### src/rtl/cpu_loader_if.sv
// Host byte stream, loader memory port and CPU control bundled as one port.
// master is the loader side; slave is the host/memory/CPU side.
interface cpu_loader_if #(
  parameter int addr_width = 9
);
  logic [7:0]            rx_data;
  logic                  rx_valid;
  logic [7:0]            tx_data;
  logic                  tx_valid;
  logic                  tx_ready;
  logic [addr_width-1:0] mem_raddr;
  logic [addr_width-1:0] mem_waddr;
  logic [7:0]            mem_data_in;
  logic                  mem_write;
  logic [7:0]            mem_data_out;
  logic                  cpu_reset;
  logic                  cpu_halt;
  logic                  cpu_halted;
  logic [addr_width-1:0] start_address;
  logic                  bus_owner;

  modport master (
    input  rx_data, rx_valid, tx_ready, mem_data_out, cpu_halted,
    output tx_data, tx_valid, mem_raddr, mem_waddr, mem_data_in, mem_write,
           cpu_reset, cpu_halt, start_address, bus_owner
  );

  modport slave (
    output rx_data, rx_valid, tx_ready, mem_data_out, cpu_halted,
    input  tx_data, tx_valid, mem_raddr, mem_waddr, mem_data_in, mem_write,
           cpu_reset, cpu_halt, start_address, bus_owner
  );
endinterface

### src/rtl/cpu_loader.sv
// Host-driven loader: 'L' writes a program into memory, 'R' starts the CPU,
// and a CPU halt triggers a 64-byte register dump back to the host.
module cpu_loader #(
  parameter int addr_width = 9
) (
  input logic         clk,
  input logic         reset,
  cpu_loader_if.master bus
);

  typedef enum logic [3:0] {
    IDLE, LEN_HI, LEN_LO, LOAD, SA_HI, SA_LO, KICK, RUN,
    DUMP_ADDR, DUMP_WAIT, DUMP_READ, DUMP_TX, ACK
  } state_t;

  localparam logic [7:0] CMD_LOAD = 8'h4C;
  localparam logic [7:0] CMD_RUN  = 8'h52;
  localparam logic [7:0] CMD_HALT = 8'h48;
  localparam logic [7:0] RSP_OK   = 8'h4B;
  localparam logic [7:0] RSP_BAD  = 8'h3F;
  localparam logic [6:0] DUMP_FIRST = 7'd2;
  localparam logic [6:0] DUMP_LAST  = 7'd65;

  state_t                state;
  logic [7:0]            hi_byte;
  logic [15:0]           remaining;
  logic [addr_width-1:0] waddr;
  logic [6:0]            dump_addr;

  always_ff @(posedge clk or posedge reset) begin
    if (reset) begin
      state             <= IDLE;
      hi_byte           <= '0;
      remaining         <= '0;
      waddr             <= '0;
      dump_addr         <= '0;
      bus.cpu_reset     <= 1'b1;
      bus.bus_owner     <= 1'b1;
      bus.cpu_halt      <= 1'b0;
      bus.tx_valid      <= 1'b0;
      bus.tx_data       <= '0;
      bus.mem_write     <= 1'b0;
      bus.mem_raddr     <= '0;
      bus.mem_waddr     <= '0;
      bus.mem_data_in   <= '0;
      bus.start_address <= '0;
    end else begin
      bus.mem_write <= 1'b0;
      unique case (state)
        IDLE: if (bus.rx_valid) begin
          case (bus.rx_data)
            CMD_LOAD: state <= LEN_HI;
            CMD_RUN:  state <= SA_HI;
            default: begin
              bus.tx_data  <= RSP_BAD;
              bus.tx_valid <= 1'b1;
              state        <= ACK;
            end
          endcase
        end
        LEN_HI: if (bus.rx_valid) begin
          hi_byte <= bus.rx_data;
          state   <= LEN_LO;
        end
        LEN_LO: if (bus.rx_valid) begin
          if ({hi_byte, bus.rx_data} == 16'd0) begin
            bus.tx_data  <= RSP_OK;
            bus.tx_valid <= 1'b1;
            state        <= ACK;
          end else begin
            remaining <= {hi_byte, bus.rx_data};
            waddr     <= '0;
            state     <= LOAD;
          end
        end
        // Address wraps naturally; long loads overwrite earlier bytes.
        LOAD: if (bus.rx_valid) begin
          bus.mem_write   <= bus.bus_owner;
          bus.mem_waddr   <= waddr;
          bus.mem_data_in <= bus.rx_data;
          waddr           <= waddr + 1'b1;
          remaining       <= remaining - 16'd1;
          if (remaining == 16'd1) begin
            bus.tx_data  <= RSP_OK;
            bus.tx_valid <= 1'b1;
            state        <= ACK;
          end
        end
        SA_HI: if (bus.rx_valid) begin
          hi_byte <= bus.rx_data;
          state   <= SA_LO;
        end
        SA_LO: if (bus.rx_valid) begin
          bus.start_address <= addr_width'({hi_byte, bus.rx_data});
          bus.cpu_reset     <= 1'b1;
          state             <= KICK;
        end
        KICK: begin
          bus.cpu_reset <= 1'b0;
          bus.bus_owner <= 1'b0;
          state         <= RUN;
        end
        // A halted CPU wins over a late 'H' arriving in the same cycle.
        RUN: begin
          if (bus.cpu_halted) begin
            bus.cpu_halt  <= 1'b0;
            bus.cpu_reset <= 1'b1;
            bus.bus_owner <= 1'b1;
            dump_addr     <= DUMP_FIRST;
            state         <= DUMP_ADDR;
          end else if (bus.rx_valid && bus.rx_data == CMD_HALT) begin
            bus.cpu_halt <= 1'b1;
          end
        end
        DUMP_ADDR: begin
          bus.mem_raddr <= addr_width'(dump_addr);
          state         <= DUMP_WAIT;
        end
        DUMP_WAIT: state <= DUMP_READ;
        DUMP_READ: begin
          bus.tx_data  <= bus.mem_data_out;
          bus.tx_valid <= 1'b1;
          state        <= DUMP_TX;
        end
        DUMP_TX: if (bus.tx_ready) begin
          bus.tx_valid <= 1'b0;
          if (dump_addr == DUMP_LAST) begin
            state <= IDLE;
          end else begin
            dump_addr <= dump_addr + 7'd1;
            state     <= DUMP_ADDR;
          end
        end
        ACK: if (bus.tx_ready) begin
          bus.tx_valid <= 1'b0;
          state        <= IDLE;
        end
        default: state <= IDLE;
      endcase
    end
  end

endmodule

### src/flat_wrapper.sv
// flat-port wrapper written by rule: the top's interface ports become plain ports
module cpu_loader_flat 
#(
  parameter int addr_width = 9
)
  (clk, reset, bus_rx_data, bus_rx_valid, bus_tx_ready, bus_mem_data_out, bus_cpu_halted, bus_tx_data, bus_tx_valid, bus_mem_raddr, bus_mem_waddr, bus_mem_data_in, bus_mem_write, bus_cpu_reset, bus_cpu_halt, bus_start_address, bus_bus_owner);
  cpu_loader_if #(.addr_width(addr_width)) bus_i ();
  input logic clk;
  input logic reset;
  input wire logic [$bits(bus_i.rx_data)-1:0] bus_rx_data;
  input wire logic [$bits(bus_i.rx_valid)-1:0] bus_rx_valid;
  input wire logic [$bits(bus_i.tx_ready)-1:0] bus_tx_ready;
  input wire logic [$bits(bus_i.mem_data_out)-1:0] bus_mem_data_out;
  input wire logic [$bits(bus_i.cpu_halted)-1:0] bus_cpu_halted;
  output wire logic [$bits(bus_i.tx_data)-1:0] bus_tx_data;
  output wire logic [$bits(bus_i.tx_valid)-1:0] bus_tx_valid;
  output wire logic [$bits(bus_i.mem_raddr)-1:0] bus_mem_raddr;
  output wire logic [$bits(bus_i.mem_waddr)-1:0] bus_mem_waddr;
  output wire logic [$bits(bus_i.mem_data_in)-1:0] bus_mem_data_in;
  output wire logic [$bits(bus_i.mem_write)-1:0] bus_mem_write;
  output wire logic [$bits(bus_i.cpu_reset)-1:0] bus_cpu_reset;
  output wire logic [$bits(bus_i.cpu_halt)-1:0] bus_cpu_halt;
  output wire logic [$bits(bus_i.start_address)-1:0] bus_start_address;
  output wire logic [$bits(bus_i.bus_owner)-1:0] bus_bus_owner;
  assign bus_i.rx_data = bus_rx_data;
  assign bus_i.rx_valid = bus_rx_valid;
  assign bus_i.tx_ready = bus_tx_ready;
  assign bus_i.mem_data_out = bus_mem_data_out;
  assign bus_i.cpu_halted = bus_cpu_halted;
  assign bus_tx_data = bus_i.tx_data;
  assign bus_tx_valid = bus_i.tx_valid;
  assign bus_mem_raddr = bus_i.mem_raddr;
  assign bus_mem_waddr = bus_i.mem_waddr;
  assign bus_mem_data_in = bus_i.mem_data_in;
  assign bus_mem_write = bus_i.mem_write;
  assign bus_cpu_reset = bus_i.cpu_reset;
  assign bus_cpu_halt = bus_i.cpu_halt;
  assign bus_start_address = bus_i.start_address;
  assign bus_bus_owner = bus_i.bus_owner;
  cpu_loader #(.addr_width(addr_width)) u_core (.clk(clk), .reset(reset), .bus(bus_i));
endmodule
### config.mk
export PLATFORM = sky130hd
export DESIGN_NAME = cpu_loader_flat
export DESIGN_NICKNAME = d
export VERILOG_FILES = /design/src/rtl/cpu_loader_if.sv /design/src/rtl/cpu_loader.sv /design/src/flat_wrapper.sv
export SDC_FILE = /design/constraint.sdc
export NUM_CORES = 1
export LEC_CHECK = 0
export CAP_MARGIN = 20
export CORE_MARGIN = 2
export CORE_UTILIZATION = 60
export CTS_BUF_LIST = sky130_fd_sc_hd__clkbuf_4
export CTS_CLUSTER_SIZE = 24
export DETAILED_ROUTE_END_ITERATION = 7
export PLACE_DENSITY = 0.87
export SYNTH_ARGS = -nofsm -noshare
export SYNTH_HDL_FRONTEND = slang
export SYNTH_SLANG_ARGS = --single-unit
export TNS_END_PERCENT = 30
### constraint.sdc
create_clock -name clk -period 4.6 [get_ports clk]
set_input_delay 0.92 -clock clk [delete_from_list [all_inputs] [get_ports clk]]
set_output_delay 0.92 -clock clk [all_outputs]
set_load 0.005 [all_outputs]
== Yosys cells after proc, flatten, opt, wreduce, memory -nomap -nowiden ==
Cells that the tools add are included.

* Add/sub/neg operators: 3
* Equality and inequality tests: 32
* Multiplexer cells: 49
* Reductions and logical operators: 24

{| class="wikitable"
|+ Operator list
! cell !! count
|-
| 4-bit case mux with 13 select lines || 1
|-
| 16-bit two-way mux || 3
|-
| 4-bit two-way mux || 12
|-
| 8-bit two-way mux || 6
|-
| 16-bit case mux with 2 select lines || 1
|-
| 8-bit case mux with 4 select lines || 1
|-
| 9-bit two-way mux || 3
|-
| 8-bit by 7-bit equality test with 1-bit output (second input constant) || 3
|-
| 2-bit inequality test (second input constant) || 12
|-
| 7-bit two-way mux || 3
|-
| 4-bit equality test (second input constant) || 5
|-
| 9-bit case mux with 2 select lines || 1
|-
| 16-bit by 1-bit equality test with 1-bit output (second input constant) || 1
|-
| 4-bit by 3-bit equality test with 1-bit output (second input constant) || 4
|-
| 16-bit logical NOT || 1
|-
| 16-bit by 1-bit subtractor with 16-bit output (second input constant) || 1
|-
| 7-bit case mux with 2 select lines || 1
|-
| 1-bit two-way mux || 13
|-
| 10-bit AND reduction || 1
|-
| 2-bit AND reduction || 5
|-
| 9-bit by 1-bit adder with 9-bit output (second input constant) || 1
|-
| 4-bit by 2-bit equality test with 1-bit output (second input constant) || 2
|-
| 4-bit case mux with 2 select lines || 1
|-
| 4-bit AND reduction || 2
|-
| other kinds (17) || 24
|}

* Bits in registers: 90
* Bits of input ports: 21
* Word-level logic and storage cells: 123

== Logic depth before layout (Yosys ltp) ==
Gate-level depths: netlist of run 1.

* Depth after elaboration: 5
* Depth in mapped cells: 7

== Least setup slack after synthesis of run 1 ==
OpenSTA, ideal clock, no wires.

* Path kind: input to register
* From: input bus_rx_data[1]
* To: register u_core.bus.tx_data[2]
* Library setup time: 0.125 ns
* Arrival time: 2.655 ns
* Required time: 4.475 ns
* Path slack: 1.820 ns
* Stages: 5
* Buffers on the path: 0
* Path through: or4_1 > nor3_2 > a21boi_2 > nor4_4 > mux2_2

* Cells in the longest elaborated chain, start to end: 4
* Elaborated cells on any way between the ends: 7

{| class="wikitable"
|+ Ends and longest elaborated chain
! item !! RTL line !! source
|-
| start, declared || flat_wrapper.sv:10 || <nowiki>input wire logic [$bits(bus_i.rx_data)-1:0] bus_rx_data;</nowiki>
|-
| 8-bit by 7-bit equality test with 1-bit output || cpu_loader.sv:51 || <nowiki>case (bus.rx_data)</nowiki>
|-
| 2-bit OR reduction (no source line) || - ||
|-
| 2-bit inequality test (no source line) || - ||
|-
| 7-bit AND reduction (no source line) * || - ||
|-
| end signal, assigned || cpu_loader.sv:121 || <nowiki>bus.tx_data <= bus.mem_data_out;</nowiki>
|-
| end, declared || cpu_loader_if.sv:24 || <nowiki>output tx_data, tx_valid, mem_raddr, mem_waddr, mem_data_in, mem_write,</nowiki>
|}

Mark *: on every way between the ends. The rest lies on a longest branch, timed or not.
A chain may end at the register's enable or synchronous reset.

== Worst setup path after layout of run 1 ==
Ends and elaborated chain as after synthesis.

==> results of run 1 <==
-- critical path, stage by stage --
cell             delay (ns)
clkdlybuf4s50_1        0.55
or4_1                  0.60
nor3_2                 0.24
a21boi_2               0.21
nor4_4                 0.57
mux2_2                 0.40
-- metrics by stage --
step           total power, mW  setup slack [ns]  hold slack [ns]
2_1_floorplan             2.21              1.35            0.470
3_3_place_gp              2.71              1.06            0.458
3_5_place_dp              2.78             0.971            0.462
4_1_cts                   3.22              1.47            0.496
5_1_grt                   3.43              1.32            0.520
6_report                  3.22              1.43            0.491
-- cell families after synthesis --
group,Yosys count,synth area share
AOI/OAI and AO/OA,108,0.168
xor gates and xnor gates,8,0.0153
adders and majority gates,5,0.0136
buffers and inverters,43,0.0414
DFF,90,0.491
muxes,32,0.0782
other,1,0.000817
and+or+nand+nor,175,0.192
-- power groups by stage --
stage / sequential (mW) / combinational, mW / clock, mW
floorplan: 1.32 / 0.888 / 0
global placement: 1.44 / 1.27 / 0
detailed placement: 1.46 / 1.32 / 0
CTS: 1.44 / 1.32 / 0.451
global route: 1.50 / 1.45 / 0.489
finish: 1.46 / 1.33 / 0.438
-- per-layer routing --
metal	routed length (µm)	vias up
li1	-	1816
met1	4720	1928
met2	5620	186
met3	718	18
met4	169	0
met5	0	-
-- cell usage in the layout, fill, tap and decap left out, types with 12 or more instances in the layout --
master           instances
dfrtp_1                 88
a21oi_1                 13
nor4_1                  12
o21ai_0                 22
mux2_2                  31
clkdlybuf4s50_1         66
nor2_1                  32
nand2_1                 72
inv_1                   18
-- state kept, by name, indices dropped and copies added, names as in the netlist --
signal	count
u_core.waddr	9
u_core.bus.start_address	9
u_core.bus.cpu_halt	1
u_core.remaining	16
u_core.state	4
u_core.bus.cpu_reset	1
u_core.bus.mem_waddr	9
u_core.hi_byte	8
u_core.dump_addr	7
u_core.bus.tx_data	8
u_core.bus.mem_write	1
u_core.bus.tx_valid	1
u_core.bus.bus_owner	1
u_core.bus.mem_data_in	8
u_core.bus.mem_raddr	7
-- layout make-up --
| cell class | instances | area, µm² |
|---|---|---|
| Multi-Input combinational cell | 330 | 2160 |
| Sequential cell | 90 | 2250 |
| Clock buffer | 11 | 82.6 |
| Clock inverter | 5 | 56.3 |
| Inverter | 20 | 76.3 |
| Tap cell | 99 | 124 |
| Timing Repair Buffer | 72 | 706 |
| Fill cell | 517 | 1870 |
-- worst min-delay path by stage --
| stage | endpoint | slack, ns |
|---|---|---|
| after floorplan | u_core.bus.mem_data_in[0] | 0.47 |
| after global placement | u_core.bus.mem_waddr[8] | 0.46 |
| after detailed placement | u_core.bus.mem_waddr[3] | 0.46 |
| after CTS | u_core.bus.mem_waddr[3] | 0.50 |
| after global routing | u_core.bus.mem_waddr[3] | 0.52 |
| final | u_core.bus.mem_waddr[8] | 0.49 |
==> qor.yml, run 1 <==
end_kind: "flip-flop"
drt_iter0_drc: 329
cts_resized: 0
synth_common_cells: "88 x dfrtp_1, 72 x nand2_1, 32 x nor2_1, 31 x mux2_2, 22 x o21ai_0"
yosys.cell_count.top_type: "dfrtp_1"
syn_area_per_cell_um2: 9.94
die_w_um: 91.5
grt.met3_usage: 0.0697
synthDominantCellAreaShare: 0.480
min_path_cells: 2
synth-main-ff-cell: "dfrtp_1"
max_slew_margin: 0.348
htreeDepth: 3
root_buffer: "clkbuf_4"
ant_nets: 0
n_antenna_cell: 0
netSwitchingFraction: 0.381
r2r-start: "u_core.state[2]"
die-area_um2: 8370
cts_tree: "yes"
hp-class: "reg2reg"
drive_above_1_share: 0.146
antenna_found_initial: 0
setup_violations: 0
gp_congestion: 0.942
dr.pass1.iters: 6
synth-seq-cells: 90
worst_setup_path_start_kind: "primary input"
start_util: 0.626
rsz0062_at_grt: "no"
ir_worst_vdd_mv: 0.410
synth_cell_types: 63
fmaxAchievable_mhz: 316
ctsHoldBuffers: 0
grt-busiest-layer: "met2"
seq_area_frac_synth: 0.491
period_share: 0.689
dp_cells: 611
ys_warn_count: 0
seqPwrFrac: 0.452
clock_sinks: 90
design_area_um2: 5460
worstPathMaxFanout: 9
hold_viol: 0
syn_area_um2: 4590
overflow: 0
cts.clk_slew.worst_paths_ns: 0.14
core_area_um2: 7330
worstPathArrival_ns: 3.50
wl_per_cell_um: 17.9
power.leakage_nw: 2.35
crit_path_end: "u_core.bus.tx_data[2]"
synth.area.top_cells: "dfrtp_1 48%, mux2_2 7.6%, nand2_1 5.9%"
clk_latency_ns: 0.44
worstPathRequired_ns: 4.94
powerDensity_nw_per_um2: 590
path_class: "in2reg"
skew_ns: 0.0156
hpwlAfterDp_mm: 7.92
finalWirelength_mm: 11.2
p_sw_mw: 1.23
synth_async_sr_flop_share: 1.00
crit_start: "bus_rx_data[1]"
r2r_slack_ns: 1.58
worst_pin_slew_ns: 0.970
nNetsFinal: 549
fin_util: 0.744
first_global_vias: 3890
final-max-slew-violation-count: 0
maxCapViolCount: 0
area_growth_pct: 18.8
chipHeight_um: 91.5
vias: 3948
drcViolationCount: 0
grtUsageMet2: 0.462
postCtsSetupBuffers: 0
status: "complete, no violations"
synthCells: 462
clockPowerShare: 0.136
combPwrFrac: 0.412
yosys.area.top_type: "dfrtp_1"
dpl_cell_area_um2: 5320
grtUsageTotal: 0.284
min_from: "u_core.bus.mem_waddr[8]"
clk_path_buf_depth: 2
cts_made_buffers: 9
intPower_mw: 1.99
final.setup.tns_ns: 0
r2r-end: "u_core.waddr[5]"
synth-edff-count: 0
grt_pass1_wl_mm: 19.0
io_pins: 69
final_cells: 627
portBuffers: 66
num_rows: 31
grt_start_max_net_pins: 47
rr_worst_depth: 5
met1_usage: 0.377
viasPerCell: 6.30
fin_crit_ns: 3.17
No activity file was read; power rests on OpenSTA's default activity.
==> run 2: changes to the inputs <==
--- a/config.mk
+++ b/config.mk
@@ -7,11 +7,11 @@
 export LEC_CHECK = 0
 export CAP_MARGIN = 20
 export CORE_MARGIN = 2
-export CORE_UTILIZATION = 60
+export CORE_UTILIZATION = 51
 export CTS_BUF_LIST = sky130_fd_sc_hd__clkbuf_4
 export CTS_CLUSTER_SIZE = 24
 export DETAILED_ROUTE_END_ITERATION = 7
-export PLACE_DENSITY = 0.87
+export PLACE_DENSITY = 0.79
 export SYNTH_ARGS = -nofsm -noshare
 export SYNTH_HDL_FRONTEND = slang
 export SYNTH_SLANG_ARGS = --single-unit
==> constraint.sdc (replaced) <==
create_clock -name clk -period 2.75 [get_ports clk]
set_input_delay 0.55 -clock clk [delete_from_list [all_inputs] [get_ports clk]]
set_output_delay 0.55 -clock clk [all_outputs]
set_load 0.005 [all_outputs]
==> run 2 against run 1 <==
Critical path depth is the same. Total power grew 72%. Final cell count grew 6.2%. Register-to-register slack lost 1.3 ns. Critical path type is now reg2reg. Largest power group is now combinational cells. Highest routed layer unchanged.
==> qor.yml, run 2 (synthesis gave the netlist of run 1 again) <==
ant_nets: 0  # unchanged
fmaxAchievable_mhz: 402
grtUsageTotal: 0.245  # was 0.284
worst_pin_slew_ns: 0.570  # was 0.970 ns
maxCapViolCount: 0  # unchanged
setup_violations: 0  # unchanged
drcViolationCount: 0  # unchanged
clk_latency_ns: 0.46  # was 0.44 ns
drt_iter0_drc: 345  # was 329
rsz0062_at_grt: "no"  # unchanged
root_buffer: "clkbuf_4"  # unchanged
whs_ns: 0.491  # about the same
n_antenna_cell: 0  # unchanged
nNetsFinal: 579  # was 549
area_growth_pct: 24.5  # was 18.8%
fillers: 718  # was 517
hold_viol: 0  # unchanged
clock_sinks: 90  # unchanged
ir_worst_vdd_mv: 0.645  # was 0.410 mV
cts.clk_slew.worst_paths_ns: 0.15  # was 0.14 ns
finalWirelength_mm: 11.3  # was 11.2 mm
fin_crit_ns: 2.49
viasPerCell: 6.02  # was 6.30
skew_ns: 0.0235  # was 0.0156 ns
path_class: "reg2reg"  # was in2reg
max_slew_margin: 0.619  # was 0.348
postCtsSetupBuffers: 0  # unchanged
cts_tree: "yes"  # unchanged
p_total_mw: 5.54  # was 3.22 mW
end_kind: "flip-flop"  # unchanged
num_rows: 34  # was 31
grt_pass1_wl_mm: 19.2  # was 19.0 mm
drive_above_1_share: 0.192  # was 0.146
die_w_um: 98.9  # was 91.5 µm
worstPathMaxFanout: 7  # was 9
start_util: 0.527  # was 0.626
core_area_um2: 8720  # was 7330 µm²
worstPathArrival_ns: 2.83  # was 3.50 ns
status: "complete, no violations"  # unchanged
htreeDepth: 3  # unchanged
die-area_um2: 9780  # was 8370 µm²
gp_congestion: 0.908  # was 0.942
fin_util: 0.656  # was 0.744
first_global_vias: 3904  # was 3890
ctsHoldBuffers: 0  # unchanged
overflow: 0  # unchanged
worst_setup_path_start_kind: "flip-flop"  # was primary input
cts_resized: 0  # unchanged
antenna_found_initial: 0  # unchanged
worstPathRequired_ns: 3.09  # was 4.94 ns
dr.pass1.iters: 5  # was 6
hp-class: "in2async"  # was reg2reg
power.leakage_nw: 2.50  # was 2.35 nW
wl_per_cell_um: 17.0  # was 17.9 µm
vias: 4010  # was 3948
mostFrequentLayoutCells: "88 x dfrtp_1, 72 x nand2_1, 66 x clkdlybuf4s50_1"  # unchanged
cts_made_buffers: 9  # unchanged
grt_start_max_net_pins: 91  # was 47
period_share: 0.904
final_common_cell: "dfrtp_1"  # unchanged
powerDensity_nw_per_um2: 970  # was 590 nW/µm²
final-max-slew-violation-count: 0  # unchanged
chipHeight_um: 98.9  # was 91.5 µm
hpwlAfterDp_mm: 8.13  # was 7.92 mm
clk_path_buf_depth: 2  # unchanged
largest_register_ffs: 16  # unchanged
top_register: "u_core.remaining"  # unchanged
portBuffers: 66  # unchanged
io_pins: 69  # unchanged
-- run 2: changes by cell type in the layout (fill, tap and decap cells not counted) --
| cell | before | now |
|---|---|---|
| clkinv_4 | 1 | 2 |
| inv_6 | 0 | 2 |
| buf_12 | 0 | 1 |
| clkinvlp_4 | 1 | 2 |
| buf_4 | 6 | 35 |
| clkinv_2 | 3 | 0 |
| clkbuf_4 | 11 | 10 |
-- run 2: layout make-up --
cell class	count	area [µm²]	area share
clock buffer	10	75.1	0.0131
clock inverter	6	72.6	0.0127
inverter	20	78.8	0.0138
multi-input combinational	330	2160	0.377
sequential	90	2250	0.394
tap	108	135	0.0236
timing repair buffer	102	943	0.165
-- run 2: layer usage --
metal / vias to the layer above / global-route usage / part of all wire
li1: 1882 / - / -
met1: 1935 / 0.328 / 0.43
met4: 0 / 0.114 / 0.033
met2: 159 / 0.388 / 0.48
met5: - / 0 / 0
met3: 34 / 0.0454 / 0.062
-- run 2: final timing paths --
| kind | from | end | slack (ns) | cells past startpoint |
|---|---|---|---|---|
| setup reg to reg | u_core.remaining[7] | u_core.bus.tx_data[5] | 0.26 | 6 |
| hold / removal | reset | u_core.hi_byte[5] | 0.49 | 3 |
| hold reg to reg | u_core.bus.mem_waddr[6] | u_core.bus.mem_waddr[6] | 0.50 | 2 |
| setup / recovery | u_core.remaining[7] | u_core.bus.tx_data[5] | 0.26 | 6 |
| min in group clk | u_core.bus.mem_waddr[6] | u_core.bus.mem_waddr[6] | 0.50 | 2 |
| max in group asynchronous | reset | u_core.bus.mem_data_in[2] | 1.80 | 3 |
-- run 2: where the power goes --
group | internal (mW) | total (mW) | switching [mW]
Sequential | 1.83 | 2.34 | 0.507
Combinational | 1.33 | 2.43 | 1.10
Clock | 0.297 | 0.776 | 0.479
Total | 3.46 | 5.54 | 2.08
-- run 2: critical path, stage by stage, from the launching register on --
cell	delay, ns
dfrtp_1	0.47
or4_4	0.60
nand4b_1	0.24
a32o_2	0.31
nor4_4	0.23
buf_4	0.19
mux2_2	0.33
-- run 2: stage by stage --
stage | instances | TNS, ns | worst slack [ns] | instance area, µm²
3_5_place_dp | 650 | -0.228 | -0.0757 | 5570
4_1_cts | 666 | 0 | 0.292 | 5720
3_3_place_gp | 650 | -0.00995 | -0.00319 | 5570
5_1_grt | 666 | 0 | 0.165 | 5720
6_report | 666 | 0 | 0.263 | 5720
2_1_floorplan | 463 | 0 | 0.340 | 4600
